File: config.mk
export PLATFORM = sky130hd
export DESIGN_NAME = tank_pump_ctrl
export DESIGN_NICKNAME = d
export VERILOG_FILES = /design/src/rtl/water_pkg.sv /design/src/rtl/lvl_debounce.sv /design/src/rtl/tank_pump_ctrl.sv
export SDC_FILE = /design/constraint.sdc
export NUM_CORES = 1
export LEC_CHECK = 0
export CAP_MARGIN = 20
export CELL_PAD_IN_SITES_DETAIL_PLACEMENT = 1
export CELL_PAD_IN_SITES_GLOBAL_PLACEMENT = 2
export CORE_MARGIN = 5
export CORE_UTILIZATION = 23
export DETAILED_ROUTE_END_ITERATION = 10
export PLACE_DENSITY = 0.56
export SKIP_LAST_GASP = 1
export SLEW_MARGIN = 20
export SYNTH_ARGS = -nofsm -noshare
export SYNTH_HDL_FRONTEND = slang
export SYNTH_SLANG_ARGS = --single-unit
File: constraint.sdc
create_clock -name clk -period 4.7 [get_ports clk]
set_clock_uncertainty 0.2 [all_clocks]
set_input_delay 0.705 -clock clk [delete_from_list [all_inputs] [get_ports clk]]
set_output_delay 0.705 -clock clk [all_outputs]
set_load 0.02 [all_outputs]
File: src/rtl/water_pkg.sv
// Shared types and helpers for the tank pump controller.
//   state_t      : controller state, encoded as reported on the state output
//   LVL_W        : width of the thermometer-coded indicator bus
//   LEVEL_W      : width of the binary level count (0..5)
//   therm_valid  : 1 when a code is a legal thermometer code (ones packed at bit 0)
//   therm_count  : number of ones in a code
package water_pkg;

    localparam int LVL_W   = 5;
    localparam int LEVEL_W = 3;

    typedef enum logic [1:0] {
        IDLE  = 2'd0,
        FILL  = 2'd1,
        DRY   = 2'd2,
        FAULT = 2'd3
    } state_t;

    // A thermometer code plus one is a single power of two (or wraps to zero),
    // so it shares no set bit with the original code.
    function automatic logic therm_valid(input logic [LVL_W-1:0] code);
        return (code & (code + LVL_W'(1))) == '0;
    endfunction

    function automatic logic [LEVEL_W-1:0] therm_count(input logic [LVL_W-1:0] code);
        logic [LEVEL_W-1:0] n;
        n = '0;
        for (int unsigned i = 0; i < LVL_W; i++) begin
            n = n + LEVEL_W'(code[i]);
        end
        return n;
    endfunction

endpackage

File: src/rtl/lvl_debounce.sv
// Synchroniser and debouncer for the level-indicator lines.
//   clk, rst : clock, asynchronous active-high reset
//   lvl_in   : raw indicator lines (bit 0 = lowest level)
//   code     : accepted (debounced) code, may be illegal
//   level    : count of ones in the last accepted legal code
//   lvl_vld  : set on the first accepted code, held until reset
// A code is accepted once the synchronised value has matched the previous
// cycle's value DEB_CYCLES times in a row and differs from the accepted code.
module lvl_debounce
    import water_pkg::*;
#(
    parameter int DEB_CYCLES = 16
) (
    input  logic               clk,
    input  logic               rst,
    input  logic [LVL_W-1:0]   lvl_in,
    output logic [LVL_W-1:0]   code,
    output logic [LEVEL_W-1:0] level,
    output logic               lvl_vld
);

    localparam int CW = (DEB_CYCLES > 1) ? $clog2(DEB_CYCLES) : 1;
    localparam logic [CW-1:0] CNT_MAX = CW'(DEB_CYCLES - 1);

    logic [LVL_W-1:0] sync1;
    logic [LVL_W-1:0] sync2;
    logic [LVL_W-1:0] prev;
    logic [CW-1:0]    cnt;
    logic             stable;
    logic             accept;

    assign stable = (sync2 == prev);
    // cnt holds the number of earlier consecutive stable cycles, so the
    // DEB_CYCLES-th stable cycle is the one seen with cnt at CNT_MAX.
    assign accept = stable && (cnt == CNT_MAX) && (sync2 != code);

    always_ff @(posedge clk or posedge rst) begin
        if (rst) begin
            sync1   <= '0;
            sync2   <= '0;
            prev    <= '0;
            cnt     <= '0;
            code    <= '0;
            level   <= '0;
            lvl_vld <= 1'b0;
        end else begin
            sync1 <= lvl_in;
            sync2 <= sync1;
            prev  <= sync2;
            if (!stable) begin
                cnt <= '0;
            end else if (cnt != CNT_MAX) begin
                cnt <= cnt + CW'(1);
            end
            if (accept) begin
                code    <= sync2;
                lvl_vld <= 1'b1;
                // An illegal code leaves the last legal level in place.
                if (therm_valid(sync2)) begin
                    level <= therm_count(sync2);
                end
            end
        end
    end

endmodule

File: src/rtl/tank_pump_ctrl.sv
// Hysteresis pump controller with overflow, dry-run and sensor-fault alarms.
//   clk, rst     : clock, asynchronous active-high reset
//   lvl_in       : raw level-indicator lines (thermometer code, bit 0 lowest)
//   clr          : one-cycle acknowledge of a dry-run alarm (only used in DRY)
//   pump_on      : pump drive
//   level        : accepted level 0..5
//   overflow     : accepted level is 5
//   dry_alarm    : dry-run latched
//   sensor_fault : accepted code is not a thermometer code
//   state        : 0 IDLE, 1 FILL, 2 DRY, 3 FAULT
module tank_pump_ctrl
    import water_pkg::*;
#(
    parameter int DEB_CYCLES   = 16,
    parameter int FILL_TIMEOUT = 1000000,
    parameter int LOW_MARK     = 1,
    parameter int HIGH_MARK    = 4
) (
    input  logic               clk,
    input  logic               rst,
    input  logic [LVL_W-1:0]   lvl_in,
    input  logic               clr,
    output logic               pump_on,
    output logic [LEVEL_W-1:0] level,
    output logic               overflow,
    output logic               dry_alarm,
    output logic               sensor_fault,
    output logic [1:0]         state
);

    localparam int TW = $clog2(FILL_TIMEOUT + 1);
    localparam logic [TW-1:0] TO_LAST = TW'(FILL_TIMEOUT - 1);

    logic [LVL_W-1:0]   acc_code;
    logic               lvl_vld;
    logic [LEVEL_W-1:0] level_d;
    logic               lvl_up;
    logic               code_bad;
    logic               ovf_c;
    state_t             st;
    state_t             st_nxt;
    logic [TW-1:0]      tcnt;
    logic [TW-1:0]      tcnt_nxt;
    logic               dry_nxt;

    lvl_debounce #(
        .DEB_CYCLES(DEB_CYCLES)
    ) u_deb (
        .clk     (clk),
        .rst     (rst),
        .lvl_in  (lvl_in),
        .code    (acc_code),
        .level   (level),
        .lvl_vld (lvl_vld)
    );

    // level only moves on an accepted code, so a rise is visible for exactly
    // one cycle against the previous cycle's level.
    assign lvl_up   = (level > level_d);
    assign code_bad = !therm_valid(acc_code);
    assign ovf_c    = lvl_vld && (level == LEVEL_W'(5));
    assign state    = st;

    always_comb begin
        st_nxt   = st;
        tcnt_nxt = tcnt;
        dry_nxt  = dry_alarm;
        if (lvl_vld) begin
            if (code_bad) begin
                st_nxt = FAULT;
            end else begin
                case (st)
                    IDLE: begin
                        if (level <= LEVEL_W'(LOW_MARK)) begin
                            st_nxt   = FILL;
                            tcnt_nxt = '0;
                        end
                    end
                    FILL: begin
                        if (ovf_c) begin
                            st_nxt = IDLE;
                        end else if (!lvl_up && (tcnt == TO_LAST)) begin
                            // FILL_TIMEOUT cycles without a rise; tcnt is left
                            // at its last value (saturated) until FILL is re-entered.
                            st_nxt  = DRY;
                            dry_nxt = 1'b1;
                        end else if (level >= LEVEL_W'(HIGH_MARK)) begin
                            st_nxt = IDLE;
                        end else if (lvl_up) begin
                            tcnt_nxt = '0;
                        end else begin
                            tcnt_nxt = tcnt + TW'(1);
                        end
                    end
                    DRY: begin
                        if (clr) begin
                            st_nxt  = IDLE;
                            dry_nxt = 1'b0;
                        end
                    end
                    FAULT: begin
                        st_nxt = IDLE;
                    end
                    default: begin
                        st_nxt = IDLE;
                    end
                endcase
            end
        end
    end

    always_ff @(posedge clk or posedge rst) begin
        if (rst) begin
            st           <= IDLE;
            tcnt         <= '0;
            level_d      <= '0;
            pump_on      <= 1'b0;
            overflow     <= 1'b0;
            dry_alarm    <= 1'b0;
            sensor_fault <= 1'b0;
        end else begin
            st           <= st_nxt;
            tcnt         <= tcnt_nxt;
            level_d      <= level;
            pump_on      <= (st_nxt == FILL);
            overflow     <= ovf_c;
            dry_alarm    <= dry_nxt;
            sensor_fault <= code_bad;
        end
    end

endmodule

==> flow_summary.json <==
{
  "crit_chain": "ha_1 > and3_1 > a21oi_2 > a21oi_1 > nor2_1 > a21oi_1",
  "clockBufferDepth": 2,
  "holdPathStages": 0,
  "cts_setup_buffers": 0,
  "ant_nets": 0,
  "overflow": 0,
  "clk_latency_ns": 0.33,
  "cts_inserted_buffers": 9,
  "syn_to_final_growth_pct": 23.2,
  "fin_util": 0.286,
  "critical_path.top_delay_family": "simple AND/OR/NAND/NOR gates",
  "setup_viol": 0,
  "p_leak_nw": 1.43,
  "drc": 0,
  "status": "finished clean",
  "synth-xor-area-share": 0.0332,
  "cts_root_buffer": "clkbuf_16",
  "path_clk_slew_ns": 0.06,
  "fin_crit_sh": 0.585,
  "synth_top_family_by_area": "simple AND/OR/NAND/NOR gates",
  "synth_adder_area_share": 0.0484,
  "intPower_uw": 933,
  "start_util": 0.232,
  "endpoint_kind": "flop",
  "place_hpwl_mm": 5.11,
  "total_power_mw": 1.22,
  "nNetsFinal": 317,
  "peakVddDrop_v": 0.000124,
  "die-width_um": 122,
  "maxSlewHeadroom": 0.283,
  "top_layer_used": "met4",
  "track_usage": 0.109,
  "met2_length_mm": 3.14,
  "p_clk_frac": 0.557,
  "synth_area_um2": 2900,
  "cts.repair.resized": 0,
  "start_kind": "flop",
  "worst_slack_ns": 1.95,
  "cellPowerDensity_nw_per_um2": 341,
  "post-place-ws_ns": 1.87,
  "fmax_mhz": 364,
  "drt-total-wl_mm": 7.18,
  "finalCriticalPeriod_ns": 2.75,
  "n_antenna_cell": 0,
  "wl_met1_mm": 3.67,
  "rows": 41,
  "synthMuxAreaShare": 0.0371,
  "p_switching_uw": 286,
  "synth_seq_area_share": 0.492,
  "hold_buffers": 0,
  "critPathSlowestCell": "nor2_1",
  "rr_startpoint": "u_deb.level[2]$_DFFE_PP0P_",
  "wl_per_cell_um": 15.1,
  "crit_fanout": 14,
  "placement.io_buffers": 16,
  "ys_warn_count": 0,
  "hold_viol": 0,
  "share_seq_of_total_power": 0.414,
  "grt_max_degree": 39,
  "cp.arrival_ns": 2.72,
  "h-tree-depth": 3,
  "regToRegSetupSlack_ns": 1.95,
  "final_common_cell": "dfrtp_1",
  "timing.setup.tns_ns": 0,
  "drtIter0Drc": 85,
  "hp-start": "u_deb.sync1[4]$_DFF_PP0_",
  "final_cell_mix": "dfrtp_1, a21oi_1, inv_1",
  "min_to": "u_deb.sync2[4]$_DFF_PP0_",
  "slew_viol_final": 0,
  "required_ns": 4.66,
  "p_comb_frac": 0.029,
  "cap_violations": 0,
  "first_pass_iters": 4,
  "met3_length_um": 230,
  "synth_async_sr_flop_share": 1.00,
  "synth_compound_area_frac": 0.146,
  "ys_ff_latch": 57,
  "clock_sinks": 57,
  "synth_cell_types": 51,
  "ff2ff_path_depth": 6,
  "synthCells": 276,
  "vias": 2216,
  "antenna_found_initial": 0,
  "tightest_slew_ns": 1.07,
  "grt_pass1_vias": 2352,
  "synthFlopType": "dfrtp_1",
  "die_y_um": 122,
  "cp.buffers_inverters": 0,
  "vias_per_cell": 4.66,
  "swShare": 0.235,
  "hold_class": "reg -> reg",
  "synth-edff-count": 0,
  "grt_pass1_wl_mm": 12.4,
  "synth-simple-area-share": 0.204,
  "drive_gt1_frac": 0.0987,
  "gp_congestion": 0.740,
  "fp.dieArea_um2": 14900,
  "rsz0062_at_grt": "no",
  "io-pin-count": 17,
  "cts_tree": "built",
  "cpPeakStageDelay_ns": 0.84,
  "crit_type": "reg -> reg",
  "rr_endpoint": "tcnt[17]$_DFFE_PP0P_",
  "avgSynthCellArea_um2": 10.5,
  "coreArea_um2": 12500,
  "syn-num-nets": 294,
  "cp_common_cell": "a21oi_1"
}
==> layout make-up <==
class	count	area (um2)
fillers	1395	8890
flip-flops and latches	57	1430
multi-input cells	193	1370
clock buffers	9	225
well taps	172	215
repair buffers	19	183
clock inverters	7	83.8
inverters	19	71.3
==> worst max-delay path by stage <==
stage	startpoint	endpoint	slack (ns)	cells after the start
final	u_deb.level[2]$_DFFE_PP0P_	tcnt[17]$_DFFE_PP0P_	1.95	6
after global routing	u_deb.level[2]$_DFFE_PP0P_	tcnt[17]$_DFFE_PP0P_	1.72	6
after global placement	u_deb.level[2]$_DFFE_PP0P_	tcnt[7]$_DFFE_PP0P_	1.96	6
after CTS	u_deb.level[2]$_DFFE_PP0P_	tcnt[13]$_DFFE_PP0P_	1.89	6
after floorplan	u_deb.level[2]$_DFFE_PP0P_	tcnt[19]$_DFFE_PP0P_	2.37	7
after detailed placement	u_deb.level[2]$_DFFE_PP0P_	tcnt[17]$_DFFE_PP0P_	1.87	6
==> metrics by stage <==
stage	std cells	instance area, um2	hold slack, ns
global route	476	3570	0.162
finish	476	3570	0.151
CTS	476	3570	0.154
global placement	460	3260	0.133
floorplan	276	2900	0.131
detailed placement	460	3260	0.140
==> synthesized netlist by cell type, types with 3 or more instances <==
| cell | n | area share |
|---|---|---|
| xor2_1 | 3 | 0.0091 |
| or4_1 | 13 | 0.034 |
| o21ai_0 | 3 | 0.0052 |
| nand4_1 | 8 | 0.017 |
| mux2i_1 | 4 | 0.014 |
| a21oi_1 | 19 | 0.033 |
| clkbuf_1 | 3 | 0.0039 |
| nand2b_1 | 3 | 0.0065 |
| mux2_1 | 6 | 0.023 |
| ha_1 | 8 | 0.035 |
| nand3b_1 | 3 | 0.0078 |
| nand2_1 | 15 | 0.019 |
| nor4_1 | 5 | 0.011 |
| nor3_1 | 6 | 0.010 |
| nor2_1 | 12 | 0.016 |
| or2_1 | 3 | 0.0065 |
| o211ai_1 | 3 | 0.0078 |
| inv_1 | 19 | 0.025 |
| o21ai_1 | 8 | 0.014 |
| nand3_1 | 13 | 0.022 |
| xnor2_1 | 8 | 0.024 |
| o31ai_1 | 11 | 0.028 |
| dfrtp_1 | 57 | 0.49 |
| or3_1 | 6 | 0.013 |
| a31oi_1 | 3 | 0.0065 |
==> metal layers <==
layer,vias up,GRT usage
met5,-,0
met4,0,0.0441
met3,10,0.0318
met2,23,0.156
met1,1105,0.153
li1,1078,-
==> power groups by stage <==
stage                     clock network, mW  logic [mW]  registers [mW]
after floorplan                           0      0.0234           0.511
after global placement                    0      0.0370           0.513
after detailed placement                  0      0.0376           0.514
after CTS                             0.707      0.0379           0.505
after global routing                  0.730      0.0432           0.505
final                                 0.679      0.0358           0.504
==> sequential cells by signal, indices dropped and copies added (netlist names), 2 cells and up <==
signal,flops
level_d,3
state,2
tcnt,20
u_deb.cnt,4
u_deb.code,5
u_deb.level,3
u_deb.prev,5
u_deb.sync1,5
u_deb.sync2,5
==> worst register-to-register path: stages (launching register included) <==
cell     delay, ns
dfrtp_1       0.47
ha_1          0.36
and3_1        0.20
a21oi_2       0.22
a21oi_1       0.20
nor2_1        0.84
a21oi_1       0.09
==> cell families after synthesis <==
kind of cell               after synthesis
AOI/OAI and AO/OA                       63
buffers and inverters                   26
adders and majority gates               10
DFF                                     57
muxes                                   10
xor gates and xnor gates                11
and+or+nand+nor                         99
Note: power is estimated with default switching activity, not from simulation.
